File: config.mk
export PLATFORM = sky130hd
export DESIGN_NAME = mem_sequencer
export DESIGN_NICKNAME = d
export VERILOG_FILES = /design/src/rtl/mem_sequencer.sv
export SDC_FILE = /design/constraint.sdc
export NUM_CORES = 1
export LEC_CHECK = 0
export BUFFER_PORTS_ARGS = -buffer_cell sky130_fd_sc_hd__buf_2
export CORE_MARGIN = 3
export CORE_UTILIZATION = 28
export CTS_CLUSTER_SIZE = 25
export DETAILED_ROUTE_END_ITERATION = 16
export PLACE_DENSITY = 0.59
export SYNTH_ARGS = -nofsm -noshare
export SYNTH_HDL_FRONTEND = slang
export SYNTH_SLANG_ARGS = --single-unit
File: constraint.sdc
create_clock -name Clk -period 2.3 [get_ports Clk]
set_input_delay 0.115 -clock Clk [delete_from_list [all_inputs] [get_ports Clk]]
set_output_delay 0.115 -clock Clk [all_outputs]
set_load 0.01 [all_outputs]
File: src/rtl/mem_sequencer.sv
// Memory transaction sequencer: per-beat permission check, MemOK/MemAck
// handshake with wait-state timeout, and coded fault reporting.
module mem_sequencer #(
    parameter int DATA_W   = 16,
    parameter int ADDR_W   = 16,
    parameter int LEN_W    = 2,
    parameter int MAX_WAIT = 15
) (
    input  logic              Clk,
    input  logic              Rst,
    input  logic              ReqValid,
    output logic              ReqReady,
    input  logic              ReqWrite,
    input  logic              ReqExec,
    input  logic [ADDR_W-1:0] ReqAddr,
    input  logic [DATA_W-1:0] ReqData,
    input  logic [LEN_W-1:0]  ReqLen,
    input  logic              PLevel,
    output logic              NextBeat,
    output logic              RspValid,
    output logic [DATA_W-1:0] RspData,
    output logic              Done,
    output logic              Fault,
    output logic [1:0]        FaultCode,
    output logic [ADDR_W-1:0] FaultAddr,
    output logic              FaultPriv,
    output logic [ADDR_W-1:0] MemAddr,
    output logic [DATA_W-1:0] MemWData,
    output logic              MemOE,
    output logic              MemRRq,
    output logic              MemWRq,
    input  logic              MemOK,
    input  logic [DATA_W-1:0] MemRData,
    output logic              MemAck,
    input  logic [15:0]       CurrPTE
);

    localparam int WAIT_W = (MAX_WAIT < 1) ? 1 : $clog2(MAX_WAIT + 1);
    localparam logic [WAIT_W-1:0] WAIT_LAST =
        WAIT_W'((MAX_WAIT > 0) ? MAX_WAIT - 1 : 0);

    typedef enum logic [2:0] {
        IDLE,
        CHECK,
        WAIT,
        ACK,
        FAULT
    } state_t;

    state_t             state;
    logic               isWrite;
    logic               isExec;
    logic               pLevel;
    logic [LEN_W-1:0]   len;
    logic [LEN_W-1:0]   beatCnt;
    logic [WAIT_W-1:0]  waitCnt;
    logic               permOk;
    logic               lastBeat;

    assign lastBeat = (beatCnt == len);

    // Privileged reads/writes are always allowed; fetches always need an X bit.
    always_comb begin
        permOk = 1'b0;
        unique case (1'b1)
            isExec:  permOk = pLevel ? CurrPTE[13] : CurrPTE[12];
            isWrite: permOk = ~pLevel | CurrPTE[14];
            default: permOk = ~pLevel | CurrPTE[15];
        endcase
    end

    always_ff @(posedge Clk) begin
        if (Rst) begin
            state     <= IDLE;
            ReqReady  <= 1'b1;
            NextBeat  <= 1'b0;
            RspValid  <= 1'b0;
            RspData   <= '0;
            Done      <= 1'b0;
            Fault     <= 1'b0;
            FaultCode <= 2'b00;
            FaultAddr <= '0;
            FaultPriv <= 1'b0;
            MemAddr   <= '0;
            MemWData  <= '0;
            MemOE     <= 1'b0;
            MemRRq    <= 1'b0;
            MemWRq    <= 1'b0;
            MemAck    <= 1'b0;
            isWrite   <= 1'b0;
            isExec    <= 1'b0;
            pLevel    <= 1'b0;
            len       <= '0;
            beatCnt   <= '0;
            waitCnt   <= '0;
        end else begin
            NextBeat <= 1'b0;
            RspValid <= 1'b0;
            Done     <= 1'b0;
            Fault    <= 1'b0;
            MemAck   <= 1'b0;
            unique case (state)
                IDLE: begin
                    if (ReqValid) begin
                        MemAddr  <= ReqAddr;
                        MemWData <= ReqData;
                        isWrite  <= ReqWrite;
                        isExec   <= ReqExec & ~ReqWrite;
                        len      <= ReqLen;
                        pLevel   <= PLevel;
                        beatCnt  <= '0;
                        ReqReady <= 1'b0;
                        state    <= CHECK;
                    end
                end
                CHECK: begin
                    if (permOk) begin
                        MemRRq  <= ~isWrite;
                        MemWRq  <= isWrite;
                        MemOE   <= isWrite;
                        waitCnt <= '0;
                        state   <= WAIT;
                    end else begin
                        Fault     <= 1'b1;
                        FaultCode <= 2'b01;
                        FaultAddr <= MemAddr;
                        FaultPriv <= ~pLevel;
                        state     <= FAULT;
                    end
                end
                WAIT: begin
                    if (MemOK) begin
                        MemRRq <= 1'b0;
                        MemWRq <= 1'b0;
                        MemOE  <= 1'b0;
                        MemAck <= 1'b1;
                        if (!isWrite) begin
                            RspData  <= MemRData;
                            RspValid <= 1'b1;
                        end
                        Done     <= lastBeat;
                        NextBeat <= isWrite & ~lastBeat;
                        state    <= ACK;
                    end else if ((MAX_WAIT != 0) && (waitCnt == WAIT_LAST)) begin
                        MemRRq    <= 1'b0;
                        MemWRq    <= 1'b0;
                        MemOE     <= 1'b0;
                        Fault     <= 1'b1;
                        FaultCode <= 2'b10;
                        FaultAddr <= MemAddr;
                        FaultPriv <= ~pLevel;
                        state     <= FAULT;
                    end else if (waitCnt != '1) begin
                        waitCnt <= waitCnt + 1'b1;
                    end
                end
                ACK: begin
                    if (lastBeat) begin
                        ReqReady <= 1'b1;
                        state    <= IDLE;
                    end else begin
                        MemAddr <= MemAddr + 1'b1;
                        beatCnt <= beatCnt + 1'b1;
                        if (isWrite) begin
                            MemWData <= ReqData;
                        end
                        state <= CHECK;
                    end
                end
                FAULT: begin
                    ReqReady <= 1'b1;
                    state    <= IDLE;
                end
                default: begin
                    ReqReady <= 1'b1;
                    state    <= IDLE;
                end
            endcase
        end
    end

endmodule

==> flow_metrics.env, run 1 <==
export IMPL_status="finished, final reports clean"
export IMPL_synth_top_family_by_area="simple AND/OR/NAND/NOR gates"
export IMPL_syn_mean_instance_area_um2=8.32
export IMPL_grt_pass1_wl_mm=22.7
export IMPL_tns_ps=0
export IMPL_first_pass_iters=5
export IMPL_setup_viol_count_final=0
export IMPL_hold_path_class="in2reg"
export IMPL_period_share=0.863
export IMPL_clkTransAtPathRegs_ps=60
export IMPL_wirelength_mm=14.1
export IMPL_viasPerCell=5.33
export IMPL_drtAntennaViolNets=0
export IMPL_fin_crit_ps=1990
export IMPL_place_ws_ps=233
export IMPL_rows=45
export IMPL_rsz0062_at_grt="false"
export IMPL_synth_compound_area_frac=0.218
export IMPL_syn_to_final_growth_pct=28.4
export IMPL_drv_cap=0
export IMPL_worstPathArrival_ps=2220
export IMPL_clock_latency_ps=350
export IMPL_reg2reg_to="FaultCode[1]"
export IMPL_vdd_drop_max_mv=0.460
export IMPL_synth_common_cells="nand2_1 (94), dfxtp_1 (89), nand3_1 (46), a21oi_1 (37), clkbuf_1 (31)"
export IMPL_r2r_slack_ps=310
export IMPL_holdPathStages=3
export IMPL_synth_xor_area_share=0.00988
export IMPL_track_usage=0.158
export IMPL_die_h_um=132
export IMPL_drc=0
export IMPL_critPathLaunch="waitCnt[0]"
export IMPL_antenna_found_initial=1
export IMPL_max_slew_margin_rel=0.497
export IMPL_worstSetupPathType="reg2reg"
export IMPL_ys_seq_area_frac=0.402
export IMPL_wl_per_cell_um=16.1
export IMPL_hold_viol=0
export IMPL_cp_max_fo=18
export IMPL_setup_slack_ps=314
export IMPL_regToRegStartpoint="waitCnt[0]"
export IMPL_cts_buffer_depth=2
export IMPL_clock_sinks=89
export IMPL_synth_ff_type="dfxtp_1"
export IMPL_worstMarginPinSlew_ps=755
export IMPL_grt_max_degree=69
export IMPL_slew_violations=0
export IMPL_vias=4655
export IMPL_numCtsBuffers=9
export IMPL_layout_drive_gt1_share=0.266
export IMPL_cp_start_kind="register"
export IMPL_synthCells=533
export IMPL_syn_area_mm2=0.00443
export IMPL_globalRoute_totalOverflow=0
export IMPL_synth_edff_count=0
export IMPL_h_tree_depth=3
export IMPL_io_buffers=136
export IMPL_worstHoldStart="PLevel"
export IMPL_boundaryPins=149
export IMPL_core_mm2=0.0154
export IMPL_endpoint_kind="register"
export IMPL_hpwlAfterDp_mm=9.72
export IMPL_synthSimpleGateAreaFrac=0.264
export IMPL_ctsRootBufferMaster="clkbuf_16"
export IMPL_hold_path_endpoint="pLevel"
export IMPL_fp_dieW_um=132
export IMPL_ys_top_cells_by_area="dfxtp_1 (40%), nand2_1 (8.0%), nand3_1 (5.2%), a21oi_1 (4.2%), mux2i_1 (4.1%)"
export IMPL_place_congestion=0.822
export IMPL_synth_most_common_cell="nand2_1"
export IMPL_synth_distinct_cells=60
export IMPL_nets=733
export IMPL_synthAdderAreaFrac=0.00847
export IMPL_synth_top_area_frac=0.402
export IMPL_timing_fmax_mhz=504
export IMPL_yosysWarnings=0
export IMPL_synth_nets=609
export IMPL_synth_top_area_cell="dfxtp_1"
export IMPL_grt_pass1_vias=4491
export IMPL_synth_mux_area_frac=0.0406
export IMPL_p_per_area_mw_per_mm2=672
export IMPL_synth_seq_cells=89
export IMPL_leakage_nw=2.42
export IMPL_n_fill_cell=1602
export IMPL_die_area_mm2=0.0174
export IMPL_skew_ps=8.21
export IMPL_cts_tree="built"
export IMPL_worst_r2r_cell_count=6
export IMPL_required_ps=2540
export IMPL_async_flop_share=0
export IMPL_drt_iter0_drc=422
export IMPL_initial_core_util=0.288
## layout make-up
type / instances / area, um2 / share of cell area
Clock buffer: 13 / 250 / 0.0440
Antenna cell: 1 / 2.50 / 0.000440
Inverter: 5 / 18.8 / 0.00330
Timing Repair Buffer: 165 / 928 / 0.163
Tap cell: 211 / 264 / 0.0464
Clock inverter: 3 / 40.0 / 0.00703
Multi-Input combinational cell: 387 / 2410 / 0.423
Sequential cell: 89 / 1780 / 0.313
## through the flow
step	cells	utilization	power [mW]	hold WS [ps]	instance area [um2]
detailed placement	845	0.343	2.35	363	5270
floorplan	533	-	2.12	251	4430
finish	874	0.370	3.82	10.2	5690
global placement	845	0.343	2.34	355	5270
CTS	873	0.370	3.86	0.767	5680
global route	873	0.370	4.00	9.20	5690
## metal layers
metal,track usage,vias up,wire (um)
li1,-,2238,-
met1,0.197,2210,6130
met2,0.253,186,6530
met3,0.0607,19,1160
met4,0.0484,2,213
met5,0,-,13
## timing repair
item	4_1_cts	5_1_grt
setup endpoints to repair	0	1
gates resized for setup	0	1
buffers inserted	0	0
hold buffers	12	0
hold endpoints to repair	12	0
## worst max path at each step
stage                               end  slack, ps  cells past startpoint
after floorplan           FaultAddr[10]        700                      8
after global placement      MemAddr[12]        280                      5
after detailed placement    MemAddr[10]        230                      5
after CTS                   MemAddr[10]        210                      5
after global routing       FaultCode[0]        200                      6
final                      FaultCode[1]        310                      6
## cell families after synthesis
| family | Yosys count |
|---|---|
| fa+ha+maj | 3 |
| mux | 18 |
| compound gates | 130 |
| buf+inv | 57 |
| xor+xnor | 5 |
| flops | 89 |
| simple gates | 231 |
## state kept, by name (all words and copies together), names as in the netlist, 2 cells and up
name,count
FaultAddr,16
FaultCode,2
MemAddr,16
MemWData,16
RspData,16
beatCnt,2
len,2
state,3
waitCnt,4
## placed cells by master (no fill, tap or decap), drive strengths merged, types with 6 or more instances in the layout
cell         count
clkbuf          13
o21ai            7
nor3b           19
nor3            11
dfxtp           89
nand2           94
dlygate4sd3     12
nand3           46
mux2i           18
nand4            7
a21oi           39
nor2            20
a32oi           20
o2111ai         17
a22oi            6
buf            153
o32ai           10
## critical path, cell delays in order, from the launching register on
cell     delay, ps
dfxtp_1        320
inv_1           90
ha_1           190
and3_1         190
and2_1         570
a21oi_1        190
o311a_1        330
## power breakdown
part / switching [mW] / internal [mW] / total, mW
combinational: 0.366 / 0.258 / 0.624
clock: 0.614 / 0.870 / 1.48
sequential: 0.0938 / 1.62 / 1.72
total: 1.07 / 2.75 / 3.82
Note: power is estimated with default switching activity, not from simulation.
==> run 2, diff against run 1 <==
CORE_ASPECT_RATIO = 0.6   (was default)
==> flow_metrics.env, run 2 (synthesis gave the netlist of run 1 again) <==
export IMPL_h_tree_depth=3
export IMPL_fp_dieW_um=168
export IMPL_die_area_mm2=0.0174
export IMPL_worstHoldStart="ReqData[4]"
export IMPL_track_usage=0.160
export IMPL_period_share=0.886
export IMPL_cts_buffer_depth=2
export IMPL_regToRegStartpoint="state[0]"
export IMPL_drt_iter0_drc=425
export IMPL_worstSetupPathType="reg2reg"
export IMPL_diodes=0
export IMPL_timing_fmax_mhz=491
export IMPL_nets=729
export IMPL_viasPerCell=5.42
export IMPL_r2r_slack_ps=260
export IMPL_cts_tree="built"
export IMPL_final_common_cell="buf_2"
export IMPL_initial_core_util=0.296
export IMPL_grt_pass1_vias=4364
export IMPL_ctsRootBufferMaster="clkbuf_16"
export IMPL_worstPathArrival_ps=2290
export IMPL_hold_path_class="in2reg"
export IMPL_grt_pass1_wl_mm=22.5
export IMPL_finish_instance_area_mm2=0.00564
export IMPL_cts_repair_resized=0
export IMPL_first_pass_iters=5
export IMPL_wl_per_cell_um=16.6
export IMPL_max_slew_margin_rel=0.503
export IMPL_syn_to_final_growth_pct=27.2
export IMPL_status="finished, final reports clean"
export IMPL_p_per_area_mw_per_mm2=678
export IMPL_worstMarginPinSlew_ps=746
export IMPL_tns_ps=0
export IMPL_p_total_mw=3.83
export IMPL_core_mm2=0.0150
export IMPL_wirelength_mm=14.2
export IMPL_vias=4641
export IMPL_clock_latency_ps=350
export IMPL_layout_common_cells="buf_2 (136), nand2_1 (94), dfxtp_1 (89)"
export IMPL_drtAntennaViolNets=0
export IMPL_layout_drive_gt1_share=0.272
export IMPL_drc=0
export IMPL_n_fill_cell=1569
export IMPL_dpl_cell_area_mm2=0.00528
export IMPL_drv_cap=0
export IMPL_hold_viol=0
export IMPL_clock_sinks=89
export IMPL_globalRoute_totalOverflow=0
export IMPL_setup_viol_count_final=0
export IMPL_vdd_drop_max_mv=0.275
export IMPL_cp_max_fo=35
export IMPL_die_h_um=103
export IMPL_io_buffers=136
export IMPL_boundaryPins=149
export IMPL_reg2reg_to="MemAddr[12]"
export IMPL_hold_path_endpoint="MemWData[4]"
export IMPL_grt_max_degree=69
export IMPL_place_congestion=0.860
export IMPL_slew_violations=0
export IMPL_clkTransAtPathRegs_ps=70
export IMPL_leakage_nw=2.40
export IMPL_rsz0062_at_grt="false"
export IMPL_hold_slack_ps=10.2
export IMPL_cp_start_kind="register"
export IMPL_holdPathStages=3
export IMPL_worst_r2r_cell_count=5
export IMPL_antenna_found_initial=1
export IMPL_hpwlAfterDp_mm=9.92
export IMPL_rows=34
export IMPL_endpoint_kind="register"
export IMPL_skew_ps=10.8
export IMPL_required_ps=2560
export IMPL_fin_crit_ps=2040
export IMPL_numCtsBuffers=9
## run 2: changes by cell type in the layout (fill, tap and decap cells not counted), sizes merged
| cell | before | now |
|---|---|---|
| inv | 5 | 6 |
| diode | 1 | 0 |
| dlygate4sd3 | 12 | 7 |
| buf | 153 | 154 |
| clkbuf | 13 | 10 |
| clkinvlp | 0 | 2 |
## run 2: how the worst max path moves through the flow
| stage | startpoint | end | slack (ps) | cells after the start |
|---|---|---|---|---|
| final | state[0] | MemAddr[12] | 260 | 5 |
| after detailed placement | state[0] | MemAddr[12] | 300 | 5 |
| after floorplan | waitCnt[0] | FaultAddr[10] | 700 | 8 |
| after CTS | state[0] | MemAddr[12] | 270 | 5 |
| after global routing | state[0] | MemAddr[12] | 20 | 5 |
| after global placement | state[0] | MemAddr[12] | 370 | 5 |
## run 2: report_power, final
| part | total [mW] | internal, mW | switching (mW) | leakage, nW |
|---|---|---|---|---|
| Sequential | 1.72 | 1.62 | 0.100 | 0.724 |
| Combinational | 0.607 | 0.254 | 0.353 | 1.54 |
| Clock | 1.50 | 0.847 | 0.650 | 0.139 |
## run 2: area by class of cell
type	count	area, um2	area share
clock buffer	10	229	0.0406
clock inverter	6	67.6	0.0120
tap	198	248	0.0439
sequential	89	1780	0.316
timing repair buffer	161	898	0.159
multi-input combinational	387	2400	0.425
inverter	5	18.8	0.00333
## run 2: metrics by stage
step	instances	worst slack, ps	util
after floorplan	533	700	-
after global placement	833	365	0.352
after detailed placement	833	296	0.352
after CTS	856	269	0.377
after global routing	856	23.8	0.377
final	856	262	0.377
## run 2: routing by layer
| metal | vias to the layer above | track usage | wire (um) |
|---|---|---|---|
| li1 | 2228 | - | - |
| met1 | 2231 | 0.213 | 6560 |
| met2 | 168 | 0.253 | 6300 |
| met3 | 12 | 0.0604 | 1180 |
| met4 | 2 | 0.0277 | 120 |
| met5 | - | 0 | 13 |
## run 2: worst max-delay path, cell delays in order, from the launching register on
cell and delay, ps:
dfxtp_1 650, nand3b_1 250, buf_4 310, nor4b_1 390, a22oi_1 120, o32ai_1 230
## run 2: repair_timing
item / 4_1_cts / 5_1_grt
hold buffers: 7 / 0
buffers inserted: 0 / 0
hold endpoints to repair: 7 / 0
==> run 3, diff against run 2 <==
--- a/config.mk
+++ b/config.mk
@@ -12,5 +12,7 @@
 export CTS_CLUSTER_SIZE = 25
 export DETAILED_ROUTE_END_ITERATION = 16
+export MAX_ROUTING_LAYER = met4
 export PLACE_DENSITY = 0.59
+export RECOVER_POWER = 50
 export SYNTH_ARGS = -nofsm -noshare
 export SYNTH_HDL_FRONTEND = slang
==> constraint.sdc (replaced) <==
create_clock -name Clk -period 2.3 [get_ports Clk]
set_input_delay 0.115 -clock Clk [delete_from_list [all_inputs] [get_ports Clk]]
set_output_delay 0.115 -clock Clk [all_outputs]
set_load 0.02 [all_outputs]
==> flow_metrics.env, run 3 (synthesis gave the netlist of run 1 again) <==
export IMPL_clkTransAtPathRegs_ps=70
export IMPL_track_usage=0.165
export IMPL_setup_viol_count_final=0
export IMPL_wirelength_mm=14.2
export IMPL_status="finished, final reports clean"
export IMPL_dpl_cell_area_mm2=0.00528
export IMPL_cts_tree="built"
export IMPL_grt_pass1_wl_mm=22.4
export IMPL_cp_max_fo=35
export IMPL_seq_area_mm2=0.00178
export IMPL_die_h_um=103
export IMPL_grt_pass1_vias=4380
export IMPL_boundaryPins=149
export IMPL_hold_viol=0
export IMPL_core_mm2=0.0150
export IMPL_multi_input_area_mm2=0.00240
export IMPL_wl_per_cell_um=16.6
export IMPL_ctsRootBufferMaster="clkbuf_16"
export IMPL_nets=729
export IMPL_vias=4624
export IMPL_place_ws_ps=296
export IMPL_p_total_mw=3.86
export IMPL_max_slew_margin_rel=0.493
export IMPL_p_per_area_mw_per_mm2=696
export IMPL_grt_max_degree=69
export IMPL_viasPerCell=5.40
export IMPL_slew_violations=0
export IMPL_tns_ps=0
export IMPL_worstPathArrival_ps=2300
export IMPL_drc=0
export IMPL_numCtsBuffers=9
export IMPL_vdd_drop_max_mv=0.274
export IMPL_globalRoute_totalOverflow=0
export IMPL_layout_common_cells="nand2_1 (94), dfxtp_1 (89), clkbuf_1 (78)"
export IMPL_period_share=0.888
export IMPL_h_tree_depth=3
export IMPL_cts_buffer_depth=2
export IMPL_cp_start_kind="register"
export IMPL_rsz0062_at_grt="false"
export IMPL_skew_ps=10.4
export IMPL_fp_dieW_um=168
export IMPL_finish_instance_area_mm2=0.00555
export IMPL_clock_sinks=89
export IMPL_leakage_nw=2.08
export IMPL_hpwlAfterDp_mm=9.92
export IMPL_timing_fmax_mhz=490
export IMPL_initial_core_util=0.296
export IMPL_clock_latency_ps=350
export IMPL_hold_slack_ps=9.50
export IMPL_setup_slack_ps=258
export IMPL_die_area_mm2=0.0174
export IMPL_post_cts_buffers=0
export IMPL_drt_iter0_drc=376
export IMPL_required_ps=2560
export IMPL_syn_to_final_growth_pct=25.1
export IMPL_antenna_found_initial=1
export IMPL_place_congestion=0.873
export IMPL_first_pass_iters=6
export IMPL_hold_path_class="in2reg"
export IMPL_rows=34
export IMPL_drtAntennaViolNets=0
export IMPL_final_common_cell="nand2_1"
export IMPL_endpoint_kind="register"
export IMPL_io_buffers=136
export IMPL_n_fill_cell=1618
export IMPL_drv_cap=0
export IMPL_worstMarginPinSlew_ps=761
export IMPL_worstSetupPathType="reg2reg"
export IMPL_fin_crit_ps=2040
export IMPL_layout_drive_gt1_share=0.155
-- run 3: changes by cell type in the layout (fill, tap and decap cells not counted) --
cell,delta
buf_2,-76
buf_4,-1
clkbuf_1,+77
diode_2,+1
-- run 3: final timing paths --
path / start / to / slack (ps) / depth (start not counted)
max reg2reg: state[0] / MemAddr[12] / 260 / 5
min: ReqData[4] / MemWData[4] / 10 / 3
max: state[0] / MemAddr[12] / 260 / 5
min reg2reg: RspData[3] / RspData[3] / 460 / 2
-- run 3: metrics by stage --
stage | cells | util
2_1_floorplan | 533 | -
5_1_grt | 857 | 0.370
3_5_place_dp | 833 | 0.352
6_report | 857 | 0.370
3_3_place_gp | 833 | 0.352
4_1_cts | 856 | 0.377
-- run 3: area by class of cell --
| class | instances | area share |
|---|---|---|
| diodes | 1 | 0.000451 |
| clock buffers | 10 | 0.0413 |
| clock inverters | 6 | 0.0122 |
| inverters | 5 | 0.00338 |
| multi-input cells | 387 | 0.433 |
| flip-flops and latches | 89 | 0.321 |
| well taps | 198 | 0.0447 |
| repair buffers | 161 | 0.144 |
-- run 3: worst max-delay path, cell delays in order (launching register included) --
cell,delay (ps)
dfxtp_1,650
nand3b_1,250
buf_4,310
nor4b_1,390
a22oi_1,120
o32ai_1,220
-- run 3: report_power, final --
part / switching (mW) / leakage [nW] / internal, mW
Clock: 0.647 / 0.139 / 0.847
Combinational: 0.407 / 1.22 / 0.234
Sequential: 0.103 / 0.724 / 1.62
Total: 1.16 / 2.08 / 2.70
-- run 3: timing repair --
action | CTS | global route
hold buffers | 7 | 0
resized for setup | 0 | 0
hold endpoints to repair | 7 | 0
-- run 3: layer usage --
layer | wire length (um) | track usage
met4 | 163 | 0.0371
met1 | 6690 | 0.214
met5 | 0 | -
met3 | 1060 | 0.0501
met2 | 6310 | 0.254
